File: src/rtl/pitcher_multi.sv
// pitcher_multi: multi-channel timed pulse generator.
//
// Each channel turns a rising edge on its ask bit into a result pulse that is
// PULSE_TICKS ticks long. In blink mode the channel emits BLINKS on/off cycles
// instead. A single free-running prescaler divides clk down to the tick rate.
// Ticks are shared by all channels, so a pulse can last seconds.
//
// Optional feature macro: PITCHER_ASK_SYNC_EN
//   defined   : each ask bit passes a 2-FF synchroniser (ask may be async),
//               ask change -> result high takes 3 clk cycles.
//   undefined : ask must be synchronous to clk, ask change -> result high in
//               1 clk cycle.
//
// Ports:
//   clk     in   1   system clock
//   rst_n   in   1   asynchronous active-low reset
//   ask     in   CH  per-channel trigger, rising edge acts
//   retrig  in   1   1 = trigger during an active pulse restarts it (live)
//   blink   in   1   0 = single pulse, 1 = blink train (latched at trigger)
//   result  out  CH  registered pulse output, active high
//   busy    out  CH  channel is in ON or OFF

module pitcher_ch #(
    parameter int PULSE_TICKS = 2000,
    parameter int CNT_W       = 16,
    parameter int BLINKS      = 3
) (
    input  logic clk,
    input  logic rst_n,
    input  logic tick,
    input  logic trig,
    input  logic retrig,
    input  logic blink,
    output logic result,
    output logic busy
);
    localparam int BW = $clog2(BLINKS + 1);

    typedef enum logic [1:0] {IDLE, ON, OFF} state_t;

    state_t           state_q, state_d;
    logic [CNT_W-1:0] cnt_q, cnt_d;
    logic [BW-1:0]    left_q, left_d;
    logic             mode_q, mode_d;
    logic             result_q, result_d;
    logic             busy_q, busy_d;

    always_comb begin
        state_d = state_q;
        cnt_d   = cnt_q;
        left_d  = left_q;
        mode_d  = mode_q;
        // A restart has priority over a tick in the same cycle, so with
        // retrig set the pulse never drops even on its terminal tick.
        if (trig && (state_q == IDLE || retrig)) begin
            state_d = ON;
            cnt_d   = CNT_W'(PULSE_TICKS);
            left_d  = BW'(BLINKS);
            mode_d  = blink;
        end else if (tick && state_q != IDLE) begin
            if (cnt_q == CNT_W'(1)) begin
                if (state_q == ON) begin
                    if (!mode_q || left_q == BW'(1)) begin
                        state_d = IDLE;
                        cnt_d   = '0;
                    end else begin
                        state_d = OFF;
                        cnt_d   = CNT_W'(PULSE_TICKS);
                        left_d  = left_q - BW'(1);
                    end
                end else begin
                    state_d = ON;
                    cnt_d   = CNT_W'(PULSE_TICKS);
                end
            end else begin
                cnt_d = cnt_q - CNT_W'(1);
            end
        end
        result_d = (state_d == ON);
        busy_d   = (state_d != IDLE);
    end

    always_ff @(posedge clk or negedge rst_n) begin
        if (!rst_n) begin
            state_q  <= IDLE;
            cnt_q    <= '0;
            left_q   <= '0;
            mode_q   <= 1'b0;
            result_q <= 1'b0;
            busy_q   <= 1'b0;
        end else begin
            state_q  <= state_d;
            cnt_q    <= cnt_d;
            left_q   <= left_d;
            mode_q   <= mode_d;
            result_q <= result_d;
            busy_q   <= busy_d;
        end
    end

    assign result = result_q;
    assign busy   = busy_q;
endmodule

module pitcher_multi #(
    parameter int CH          = 4,
    parameter int CLK_HZ      = 50000000,
    parameter int TICK_HZ     = 1000,
    parameter int PULSE_TICKS = 2000,
    parameter int CNT_W       = 16,
    parameter int BLINKS      = 3
) (
    input  logic          clk,
    input  logic          rst_n,
    input  logic [CH-1:0] ask,
    input  logic          retrig,
    input  logic          blink,
    output logic [CH-1:0] result,
    output logic [CH-1:0] busy
);
    localparam int P  = CLK_HZ / TICK_HZ;
    localparam int PW = (P > 1) ? $clog2(P) : 1;

    if (PULSE_TICKS < 1) begin : g_err_pulse
        $error("pitcher_multi: PULSE_TICKS must be >= 1");
    end
    if (BLINKS < 1) begin : g_err_blinks
        $error("pitcher_multi: BLINKS must be >= 1");
    end
    if (P < 1) begin : g_err_presc
        $error("pitcher_multi: CLK_HZ must be >= TICK_HZ");
    end
    if ((longint'(PULSE_TICKS) >> CNT_W) != 0) begin : g_err_cnt
        $error("pitcher_multi: CNT_W too narrow for PULSE_TICKS");
    end

    logic [CH-1:0] ask_in;

`ifdef PITCHER_ASK_SYNC_EN
    // History becomes trustworthy one cycle after the synchroniser output does.
    localparam int STAGES = 3;
    logic [CH-1:0] sync1_q, sync1_d, sync2_q, sync2_d;

    always_comb begin
        sync1_d = ask;
        sync2_d = sync1_q;
    end

    always_ff @(posedge clk or negedge rst_n) begin
        if (!rst_n) begin
            sync1_q <= '0;
            sync2_q <= '0;
        end else begin
            sync1_q <= sync1_d;
            sync2_q <= sync2_d;
        end
    end

    assign ask_in = sync2_q;
`else
    localparam int STAGES = 1;
    assign ask_in = ask;
`endif

    logic [PW-1:0]     presc_q, presc_d;
    logic [CH-1:0]     ask_prev_q, ask_prev_d;
    logic [STAGES-1:0] vld_pipe_q, vld_pipe_d;
    logic              tick;
    logic              hist_ok;
    logic [CH-1:0]     trig;

    // tick marks the cycle whose closing edge wraps the prescaler to 0.
    assign tick    = (presc_q == PW'(P - 1));
    // Edge history is cleared by reset. An ask already high at release must
    // not look like a fresh edge, so edges are ignored until the history
    // holds a real sample.
    assign hist_ok = vld_pipe_q[STAGES-1];
    assign trig    = ask_in & ~ask_prev_q & {CH{hist_ok}};

    always_comb begin
        presc_d    = tick ? '0 : presc_q + PW'(1);
        ask_prev_d = ask_in;
        vld_pipe_d = (vld_pipe_q << 1) | STAGES'(1);
    end

    always_ff @(posedge clk or negedge rst_n) begin
        if (!rst_n) begin
            presc_q    <= '0;
            ask_prev_q <= '0;
            vld_pipe_q <= '0;
        end else begin
            presc_q    <= presc_d;
            ask_prev_q <= ask_prev_d;
            vld_pipe_q <= vld_pipe_d;
        end
    end

    for (genvar g = 0; g < CH; g++) begin : g_ch
        pitcher_ch #(
            .PULSE_TICKS(PULSE_TICKS),
            .CNT_W      (CNT_W),
            .BLINKS     (BLINKS)
        ) u_ch (
            .clk   (clk),
            .rst_n (rst_n),
            .tick  (tick),
            .trig  (trig[g]),
            .retrig(retrig),
            .blink (blink),
            .result(result[g]),
            .busy  (busy[g])
        );
    end
endmodule
File: config.mk
export PLATFORM = sky130hd
export DESIGN_NAME = pitcher_multi
export DESIGN_NICKNAME = d
export VERILOG_FILES = /design/src/rtl/pitcher_multi.sv
export SDC_FILE = /design/constraint.sdc
export NUM_CORES = 1
export LEC_CHECK = 0
export ABC_AREA = 1
export CORE_AREA = 2 2 136 138
export DETAILED_ROUTE_END_ITERATION = 8
export DIE_AREA = 0 0 138 140
export GPL_TIMING_DRIVEN = 1
export PLACE_DENSITY_LB_ADDON = 0.08
export SETUP_SLACK_MARGIN = 0.3
export SYNTH_ARGS = -nofsm -noshare
export SYNTH_HDL_FRONTEND = slang
export SYNTH_HIERARCHICAL = 1
export SYNTH_SLANG_ARGS = --single-unit
File: constraint.sdc
create_clock -name clk -period 5.2 [get_ports clk]
set_input_delay 1.56 -clock clk [delete_from_list [all_inputs] [get_ports clk]]
set_output_delay 1.56 -clock clk [all_outputs]
set_load 0.02 [all_outputs]
==> results.txt, run 1 <==
----------------------------------------------------
[STA]
  Post-route minimum period ... 2910 ps
  Worst-case headroom to the max-slew limit ... 36.9%
  Sum of negative setup slack ... 0 ps
  Max-slew violation count ... 0
  Fin crit share ... 55.9%
  Hold Fails Final Rpt ... 0
  Maximum achievable frequency ... 344 MHz
  Final setup skew ... 10.3 ps
  Unrepaired setup endpoints after global routing ... false
  Slew @ Worst Pin ... 946 ps
  Number of failing setup endpoints in the final timing report ... 0

[Setup path]
  Data required time of the critical path ... 3640 ps
  Reg2Reg Launch Point ... presc_q[0]
  Highest fanout seen on the critical path ... 1
  Critical Path, Cell by Cell ... clkdlybuf4s50_1
  Startpoint type of the worst setup path ... flip-flop
  Cell count of the worst reg-to-reg path ... 10
  Gate family responsible for the most delay along the worst path ... buffers and inverters
  CP max-delay cell ... clkdlybuf4s50_1
  Count of buffer and inverter cells on the critical path ... 1
  Path type of the worst setup path ... reg2out
  FF-to-FF setup slack ... 2700 ps
  Max incr delay on CP ... 600 ps
  Critical register-to-register path endpoint ... g_ch[1].u_ch/cnt_q[3]
  Crit path DAT ... 1350 ps
  Type of element capturing the critical path ... primary output

[Clock tree]
  Setup Fix Bufs, Post-CTS ... 0
  # hold bufs at CTS ... 0
  H-tree depth ... 4
  Bufs on Longest Clock Path ... 2
  CTS tree ... yes
  CTS buffer count ... 17
  Clock insertion delay at the later pin of the skew report ... 420 ps
  # clock sinks ... 113
  Clock Tree Root ... clkbuf_16
  Clk pin slew, worst setup/hold paths ... 60 ps
  Count of instances resized after the clock tree is built ... 0

[Yosys]
  Synth warnings ... 6
  Post-synthesis cell area ... 7020 um^2
  Register area share after synthesis ... 40.3%
  Gate Count Post-Synth ... 959
  Number of synthesized flops with an enable pin ... 0
  Seq cells post-synth ... 113
  Async set or reset register ratio after synthesis ... 100%
  Total nets after synthesis ... 980
  Post-synth top flop ... dfrtp_1
  Synthesized area per cell ... 7.32 um^2
  Number of different library cells in the post-synthesis netlist ... 31

[Placed design]
  PortBufs ... 15
  Cell Count Post-Placement ... 1200
  Dpl hpwl ... 10.7 mm
  RePlAce Congestion ... 0.869
  Cell area after placement ... 7430 um^2

[Layout]
  Fill count ... 1821
  Final non-filler cell area ... 8050 um^2
  Leading cell type in the layout, fill and taps excluded ... nand2_1
  Fraction of layout cells with a size suffix above 1 ... 14.7%
  Commonest cells after routing, fill and taps aside ... nand2_1, nor2_1, inv_1, dfrtp_1, nand3_1
  Sequential cell area in the final layout ... 2830 um^2
  Count of inserted antenna diode cells ... 0
  Utilization after layout ... 45.3%
  Area occupied by multi-input gates ... 3640 um^2
  Final instance count without filler cells ... 1232
  Net count reported at finish ... 1011
  Area growth, synth to finish ... 14.6%

[Die]
  Die Footprint ... 19300 um^2
  Number of I/O pins ... 16
  Initial core utilization ... 39.5%
  Die width ... 138 um
  Overall die height ... 140 um
  Core area ... 17800 um^2
  # rows ... 49

[Routing]
  Antenna viol nets, final ... 0
  Starting DRC count in detailed routing ... 252
  Post-route DRC violation count ... 0
  Detail-routed via count per cell ... 4.59
  Routed wire length ... 15.0 mm
  Wire per inst ... 12.2 um
  Detailed-route via count ... 5653
  Number of iterations in the first detailed-routing pass ... 4

[Power]
  Max rail drop VDD ... 236 uV
  Pwr dens ... 286 nW/um^2
  Post-route total power ... 0.00230 W
  Cell leakage power ... 4.04 nW

[Worst hold path]
  Worst Hold Endpoint ... g_ch[3].u_ch/mode_q
  Class of the most critical hold timing path ... reg2reg
  Min-Delay Startpoint ... g_ch[3].u_ch/mode_q
  Cell depth of the worst min-delay path ... 2

[GRT]
  Overall routing resource usage ... 16.6%
  GR Overflow Total ... 0
  Global-route wire length before repair ... 26.2 mm
  Pin count of the biggest net entering global routing ... 70
  Via count of the first global-routing pass ... 5380
  Initial antenna violation count ... 0

[Run status]
  Outcome ... finished, final reports clean

[Job]
  Max capacitance violation total ... 0

----------------------------------------------------
-- how the worst max path moves through the flow --
| stage | start | end | slack, ps | cells past startpoint |
|---|---|---|---|---|
| after floorplan | ask[0] | g_ch[0].u_ch/cnt_q[2] | 2830 | 8 |
| after global placement | retrig | g_ch[3].u_ch/cnt_q[3] | 2030 | 8 |
| after detailed placement | ask[2] | g_ch[2].u_ch/cnt_q[11] | 1980 | 8 |
| after CTS | g_ch[0].u_ch/busy | busy[0] | 2270 | 1 |
| after global routing | g_ch[0].u_ch/busy | busy[0] | 2240 | 1 |
| final | g_ch[0].u_ch/busy | busy[0] | 2290 | 1 |
-- through the flow --
stage                     worst slack (ps)  hold WS (ps)
after global placement                2030           466
after CTS                             2270           483
after floorplan                       2830           449
final                                 2290           479
after detailed placement              1980           467
after global routing                  2240           501
-- sequential cells by signal, summed over array words and instances (netlist names) --
| name | count |
|---|---|
| hist_ok | 1 |
| g_ch.u_ch/mode_q | 4 |
| ask_prev_q | 4 |
| presc_q | 16 |
| g_ch.u_ch/left_q | 8 |
| g_ch.u_ch/result | 4 |
| g_ch.u_ch/cnt_q | 64 |
| g_ch.u_ch/state_q | 8 |
| g_ch.u_ch/busy | 4 |
-- final cells by class --
cell class	instances	area share, %
well taps	229	3.56
multi-input cells	705	45.2
repair buffers	16	2.08
clock inverters	12	2.02
inverters	137	6.39
clock buffers	20	5.67
flip-flops and latches	113	35.1
-- synth_stat cells, types with 5 or more instances --
library cell | count | area (um^2)
nand2_1 | 277 | 1040
nor2_1 | 159 | 597
inv_1 | 127 | 477
dfrtp_1 | 113 | 2830
nand3_1 | 62 | 310
nand2_2 | 31 | 194
nor2_2 | 22 | 138
xor2_1 | 21 | 184
a21oi_1 | 17 | 85.1
nor2_4 | 16 | 180
ha_1 | 13 | 163
o21ai_1 | 13 | 65.1
a21oi_2 | 12 | 105
o22ai_1 | 12 | 75.1
inv_2 | 10 | 37.5
nand4_1 | 10 | 62.6
nand3_2 | 5 | 50.1
-- power by group --
group | internal (W) | leakage (nW) | switching (W) | total, W
logic | 0.0000391 | 2.44 | 0.0000964 | 0.000136
registers | 0.000906 | 1.30 | 0.0000231 | 0.000929
clock network | 0.000820 | 0.309 | 0.000418 | 0.00124
total | 0.00176 | 4.04 | 0.000538 | 0.00230
-- layer usage --
metal / global-route usage, % / vias up / routed length (um)
met4: 6.71 / 0 / 281
li1: - / 3030 / -
met1: 22.3 / 2561 / 7640
met3: 3.45 / 22 / 306
met2: 26.2 / 40 / 6770
met5: 0 / - / 0
-- cell families after synthesis --
family          synth area share (%)
xor+xnor                        2.62
compound gates                  5.63
fa+ha+maj                       2.32
buf+inv                         7.96
other cells                   0.0534
flops                           40.3
simple gates                    41.2
(Power assumes the default switching activity.)
==> run 2: changes to the inputs <==
- clock period: 5.2 -> 2.3 ns (I/O delays scaled with it)
==> run 2 against run 1 <==
Against the previous run:
- global-route usage grew 0.067 points
- clock power grew 110%
- sequential cell count is the same
- critical path type is now reg2reg
- critical endpoint is now g_ch[3].u_ch/cnt_q[6]
- largest power group unchanged
==> results.txt, run 2 (same netlist as run 1, synthesis figures left out) <==
----------------------------------------------------
[Clock tree]
  H-tree depth ... 4 (unchanged)
  CTS tree ... yes
  # hold bufs at CTS ... 0 (unchanged)
  Clock insertion delay at the later pin of the skew report ... 410 ps (about the same)
  # clock sinks ... 113 (unchanged)
  CTS buffer count ... 17 (unchanged)
  Bufs on Longest Clock Path ... 2 (unchanged)
  Clock Tree Root ... clkbuf_16
  Clk pin slew, worst setup/hold paths ... 60 ps (about the same)

[STA]
  Post-route minimum period ... 1840 ps
  Unrepaired setup endpoints after global routing ... false
  Number of failing setup endpoints in the final timing report ... 0 (unchanged)
  Hold Fails Final Rpt ... 0 (unchanged)
  Worst setup slack after layout ... 455 ps (-1840 ps)
  Maximum achievable frequency ... 542 MHz
  Fin crit share ... 80.2%
  Sum of negative setup slack ... 0 ps (unchanged)
  Max-slew violation count ... 0 (unchanged)
  Final setup skew ... 8.22 ps (-2.13 ps)
  Worst-case hold slack ... 260 ps (-219 ps)

[GRT]
  Global-route wire length before repair ... 26.4 mm (+0.82%)
  Pin count of the biggest net entering global routing ... 69 (-1.4%)
  Overall routing resource usage ... 16.7% (+0.067 points)
  Initial antenna violation count ... 0 (unchanged)
  Via count of the first global-routing pass ... 5570 (+3.5%)
  GR Overflow Total ... 0 (unchanged)

[Die]
  Core area ... 17800 um^2 (unchanged)
  # rows ... 49 (unchanged)
  Die width ... 138 um (unchanged)
  Initial core utilization ... 39.5% (unchanged)
  Die Footprint ... 19300 um^2 (unchanged)
  Number of I/O pins ... 16 (unchanged)
  Overall die height ... 140 um (unchanged)

[Layout]
  Register with the most flip-flops ... g_ch.u_ch/cnt_q
  Area growth, synth to finish ... 16.1%
  Fill count ... 1836 (+0.82%)
  Flip-flop count of the largest register, all copies and words added ... 64 (unchanged)
  Area occupied by multi-input gates ... 3650 um^2 (+0.28%)
  Largest registers ... g_ch.u_ch/cnt_q: 64 flops, presc_q: 16 flops
  Sequential cell area in the final layout ... 2830 um^2 (unchanged)
  Final instance count without filler cells ... 1246 (+1.1%)
  Fraction of layout cells with a size suffix above 1 ... 15.8% (+1.2 points)
  Commonest cells after routing, fill and taps aside ... nand2_1, nor2_1, inv_1, dfrtp_1, nand3_1
  Leading cell type in the layout, fill and taps excluded ... nand2_1
  Utilization after layout ... 45.8% (+0.56 points)
  Net count reported at finish ... 1025 (+1.4%)
  Count of inserted antenna diode cells ... 0 (unchanged)

[Setup path]
  Type of element capturing the critical path ... flip-flop
  Startpoint type of the worst setup path ... flip-flop
  Path type of the worst setup path ... reg2reg
  Max incr delay on CP ... 400 ps (-200 ps)
  Crit path DAT ... 2150 ps (+800 ps)
  CP max-delay cell ... dfrtp_1
  Critical Path, Cell by Cell ... ha_1 > nand3_2 > nor2_1 > nand2_2 > clkinv_4 > nand2_1 > nand2_2 > buf_4 > nor2_1 > a21oi_2
  Highest fanout seen on the critical path ... 11 (+10)
  Data required time of the critical path ... 2610 ps (-1030 ps)

[Routing]
  Starting DRC count in detailed routing ... 273 (+8.3%)
  Wire per inst ... 12.0 um (-1.1%)
  Detail-routed via count per cell ... 4.57 (-0.48%)
  Routed wire length ... 15.0 mm (unchanged)
  Number of iterations in the first detailed-routing pass ... 4 (unchanged)
  Antenna viol nets, final ... 0 (unchanged)
  Post-route DRC violation count ... 0 (unchanged)
  Detailed-route via count ... 5690 (+0.65%)

[Placed design]
  Worst setup slack after placement ... 62.0 ps (-1920 ps)
  PortBufs ... 15 (unchanged)
  Dpl hpwl ... 11.0 mm (+3.6%)
  Cell Count Post-Placement ... 1212 (+1.0%)
  RePlAce Congestion ... 0.835 (-3.9%)

[Run status]
  Outcome ... finished, final reports clean

[Worst hold path]
  Class of the most critical hold timing path ... in2async

[Power]
  Cell leakage power ... 4.07 nW (+0.67%)
  Pwr dens ... 617 nW/um^2 (+120%)
  Max rail drop VDD ... 513 uV (+120%)

[Job]
  Max capacitance violation total ... 0 (unchanged)

----------------------------------------------------
[run 2: changes by cell type in the layout (fill, tap and decap cells not counted), sizes merged]
cell / change
buf: +14
bufinv: -2
clkdlybuf4s50: -8
clkinvlp: +3
dlygate4sd2: +8
inv: -1
[run 2: critical path: cells and delay by family, from the launching register on]
kind            cells  cell delay (ps)
simple gates        6              710
flops               1              400
buf+inv             2              340
fa+ha+maj           1              240
compound gates      1               40
[run 2: repair_timing]
action / CTS / global route
setup buffers: 0 / 2
setup endpoints to repair: 10 / 48
gates cloned: 0 / 0
pin swaps: 0 / 1
endpoints found under the hold margin: 0 / 0
gates resized for setup: 9 / 6
[run 2: path summary, 6_finish.rpt]
path | start | end | slack, ps | cells past startpoint
worst max-delay path | presc_q[0] | g_ch[3].u_ch/cnt_q[6] | 460 | 10
worst min-delay path | rst_n | g_ch[2].u_ch/cnt_q[14] | 260 | 2
worst max register to register | presc_q[0] | g_ch[3].u_ch/cnt_q[6] | 460 | 10
worst min register to register | g_ch[3].u_ch/left_q[1] | g_ch[3].u_ch/left_q[1] | 480 | 2
max in group asynchronous | rst_n | g_ch[1].u_ch/cnt_q[5] | 1670 | 2
min in group clk | g_ch[3].u_ch/left_q[1] | g_ch[3].u_ch/left_q[1] | 480 | 2
[run 2: metal layers]
metal	global-route usage, %	vias up	share of wire (%)
li1	-	3063	-
met1	22.8	2559	51
met2	26.5	57	45
met3	3.86	11	2.9
met4	4.94	0	1.1
met5	0	-	0
[run 2: power breakdown]
group	internal, W	total [W]	switching (W)	leakage [nW]
Sequential	0.00205	0.00210	0.0000522	1.30
Combinational	0.0000963	0.000315	0.000219	2.49
Clock	0.00165	0.00262	0.000965	0.278
[run 2: metrics by stage]
step                      total power [W]  area [um^2]
after CTS                         0.00511         8120
after floorplan                   0.00233         7020
after detailed placement          0.00246         7530
after global placement            0.00246         7530
after global routing              0.00527         8150
final                             0.00503         8150
[run 2: area by class of cell]
| class | count | area share (%) |
|---|---|---|
| multi-input combinational | 705 | 44.7 |
| sequential | 113 | 34.7 |
| inverter | 137 | 6.43 |
| clock buffer | 20 | 5.60 |
| tap | 229 | 3.51 |
| timing repair buffer | 30 | 3.38 |
| clock inverter | 12 | 1.66 |
==> run 3: changes to the inputs <==
- clock period: 2.3 -> 1.8 ns (I/O delays scaled with it)
==> run 3 against run 2 <==
Against the previous run:
- routed wire length rose by 8.4%
- power rose by 38%
- clock-buffer cell count rose by 2
- worst hold slack got worse by 240 ps
- non-clock buffer count rose by 59
- combinational power rose by 47%
- register-to-register slack got worse by 350 ps
- die area did not move
- setup slack got worse by 350 ps
- critical path type unchanged
- largest power group unchanged
==> results.txt, run 3 (same netlist as run 1, synthesis figures left out) <==
----------------------------------------------------
[Run status]
  Outcome ... finished, final reports clean

[STA]
  Unrepaired setup endpoints after global routing ... true
  Post-route minimum period ... 1690 ps (-150 ps)
  Number of failing setup endpoints in the final timing report ... 0 (unchanged)
  Maximum achievable frequency ... 590 MHz (+8.9%)
  Max-slew violation count ... 0 (unchanged)
  Hold Fails Final Rpt ... 0 (unchanged)
  Worst setup slack after layout ... 106 ps (-350 ps)
  Fin crit share ... 94.1% (+14 points)
  Final setup skew ... 11.6 ps (+3.36 ps)

[Routing]
  Starting DRC count in detailed routing ... 226 (-17%)
  Routed wire length ... 16.3 mm (+8.4%)
  Detail-routed via count per cell ... 4.67 (+2.2%)
  Post-route DRC violation count ... 0 (unchanged)
  Antenna viol nets, final ... 0 (unchanged)
  Wire per inst ... 12.4 um (+3.2%)
  Detailed-route via count ... 6108 (+7.3%)
  Number of iterations in the first detailed-routing pass ... 4 (unchanged)

[GRT]
  Overall routing resource usage ... 17.4% (+0.74 points)
  GR Overflow Total ... 0 (unchanged)
  Via count of the first global-routing pass ... 5772 (+3.6%)
  Pin count of the biggest net entering global routing ... 42 (-39%)
  Global-route wire length before repair ... 27.6 mm (+4.2%)
  Initial antenna violation count ... 0 (unchanged)

[Die]
  Die width ... 138 um (unchanged)
  Initial core utilization ... 39.5% (unchanged)
  Overall die height ... 140 um (unchanged)
  Number of I/O pins ... 16 (unchanged)
  Core area ... 17800 um^2 (unchanged)
  # rows ... 49 (unchanged)
  Die Footprint ... 19300 um^2 (unchanged)

[Placed design]
  PortBufs ... 15 (unchanged)
  RePlAce Congestion ... 0.829 (-0.73%)
  Dpl hpwl ... 11.2 mm (+1.5%)
  Cell area after placement ... 7830 um^2 (+3.9%)
  Worst setup slack after placement ... -231 ps (-293 ps)
  Cell Count Post-Placement ... 1232 (+1.7%)

[Power]
  Cell leakage power ... 4.64 nW (+14%)
  Pwr dens ... 733 nW/um^2 (+19%)
  Post-route total power ... 0.00693 W (+38%)
  Max rail drop VDD ... 621 uV (+21%)

[Layout]
  Leading cell type in the layout, fill and taps excluded ... nand2_1
  Area growth, synth to finish ... 34.6%
  Register with the most flip-flops ... g_ch.u_ch/cnt_q
  Net count reported at finish ... 1089 (+6.2%)
  Final non-filler cell area ... 9450 um^2 (+16%)
  Flip-flop count of the largest register, all copies and words added ... 64 (unchanged)
  Count of inserted antenna diode cells ... 0 (unchanged)
  Fraction of layout cells with a size suffix above 1 ... 31.4% (+16 points)
  Commonest cells after routing, fill and taps aside ... nand2_1, nor2_1, inv_1, dfrtp_1, buf_4
  Fill count ... 1685 (-8.2%)
  Area occupied by multi-input gates ... 4290 um^2 (+18%)
  Sequential cell area in the final layout ... 2830 um^2 (about the same)
  Final instance count without filler cells ... 1309 (+5.1%)
  Largest registers ... g_ch.u_ch/cnt_q: 64 flops, presc_q: 16 flops
  Utilization after layout ... 53.2% (+7.3 points)

[Setup path]
  Max incr delay on CP ... 400 ps (about the same)
  Startpoint type of the worst setup path ... flip-flop
  Critical Path, Cell by Cell ... ha_4 > nand3_4 > nor2_4 > nand2_4 > inv_12 > nand2_8 > nand2_8 > nand4_1 > nand2_1 > nand2_1 > nor2_1
  CP max-delay cell ... dfrtp_1
  Reg2Reg Launch Point ... presc_q[0]
  Highest fanout seen on the critical path ... 7 (-4)
  Critical register-to-register path endpoint ... g_ch[2].u_ch/cnt_q[11]
  Cell count of the worst reg-to-reg path ... 11 (+1)
  Worst setup path startpoint ... presc_q[0]
  Type of element capturing the critical path ... flip-flop
  Crit path DAT ... 2030 ps (-120 ps)
  Critical Path End ... g_ch[2].u_ch/cnt_q[11]
  Data required time of the critical path ... 2130 ps (-480 ps)
  FF-to-FF setup slack ... 110 ps (-350 ps)
  Path type of the worst setup path ... reg2reg

[Job]
  Max capacitance violation total ... 0 (unchanged)

[Clock tree]
  Clock insertion delay at the later pin of the skew report ... 410 ps (about the same)
  # clock sinks ... 113 (unchanged)
  H-tree depth ... 4 (unchanged)
  Bufs on Longest Clock Path ... 2 (unchanged)
  CTS buffer count ... 17 (unchanged)
  CTS tree ... yes
  Clk pin slew, worst setup/hold paths ... 50 ps (about the same)
  Clock Tree Root ... clkbuf_16

[Worst hold path]
  Class of the most critical hold timing path ... in2async

----------------------------------------------------
run 3: changes by cell type in the layout (fill, tap and decap cells not counted), sizes merged:
cell,previous run,this run
dlygate4sd2,8,0
clkdlybuf4s50,6,5
clkbuf,20,22
inv,136,137
dlymetal6s2s,0,1
clkinvlp,4,0
nand2,312,316
clkinv,7,5
buf,16,83
bufinv,2,5
run 3: cell type report:
type	count	area share, %
Tap cell	229	3.03
Clock buffer	22	5.12
Clock inverter	9	1.88
Timing Repair inverter	1	0.0927
Timing Repair Buffer	89	8.82
Sequential cell	113	29.9
Inverter	137	5.73
Multi-Input combinational cell	709	45.4
run 3: what timing repair did:
action,CTS,global route
buffers inserted,25,16
endpoints found under the setup margin,96,98
resized for setup,92,89
gates cloned,4,1
pin swaps,20,41
hold buffers,0,0
run 3: worst max-delay path: cells and delay by family, from the launching register on:
family / cells / cell delay [ps]
adders and majority gates: 1 / 170
buffers and inverters: 1 / 140
DFF: 1 / 400
and+or+nand+nor: 9 / 890
run 3: per-layer routing:
layer	global-route usage (%)	up-vias	share of wire (%)
met3	3.90	13	2.5
met2	28.9	63	49
met5	0	-	0
li1	-	3202	-
met1	23.1	2830	48
met4	4.40	0	0.84
run 3: worst min-delay path by stage:
stage / start / to / slack (ps)
after global routing: rst_n / g_ch[2].u_ch/cnt_q[8] / 20
after detailed placement: rst_n / g_ch[2].u_ch/cnt_q[6] / 460
after global placement: rst_n / g_ch[2].u_ch/cnt_q[7] / 460
final: rst_n / g_ch[2].u_ch/cnt_q[6] / 20
after floorplan: rst_n / ask_prev_q[0] / 240
after CTS: rst_n / g_ch[2].u_ch/cnt_q[6] / 10
run 3: power breakdown:
part / internal, W / total [W] / switching, W
Clock: 0.00259 / 0.00377 / 0.00118
Combinational: 0.000151 / 0.000464 / 0.000312
Sequential: 0.00262 / 0.00269 / 0.0000760
Total: 0.00536 / 0.00693 / 0.00157
run 3: through the flow:
step | TNS [ps] | hold slack (ps)
4_1_cts | 0 | 13.8
3_3_place_gp | -8450 | 462
6_report | 0 | 18.5
5_1_grt | -7.15 | 18.0
3_5_place_dp | -10160 | 456
2_1_floorplan | 0 | 244
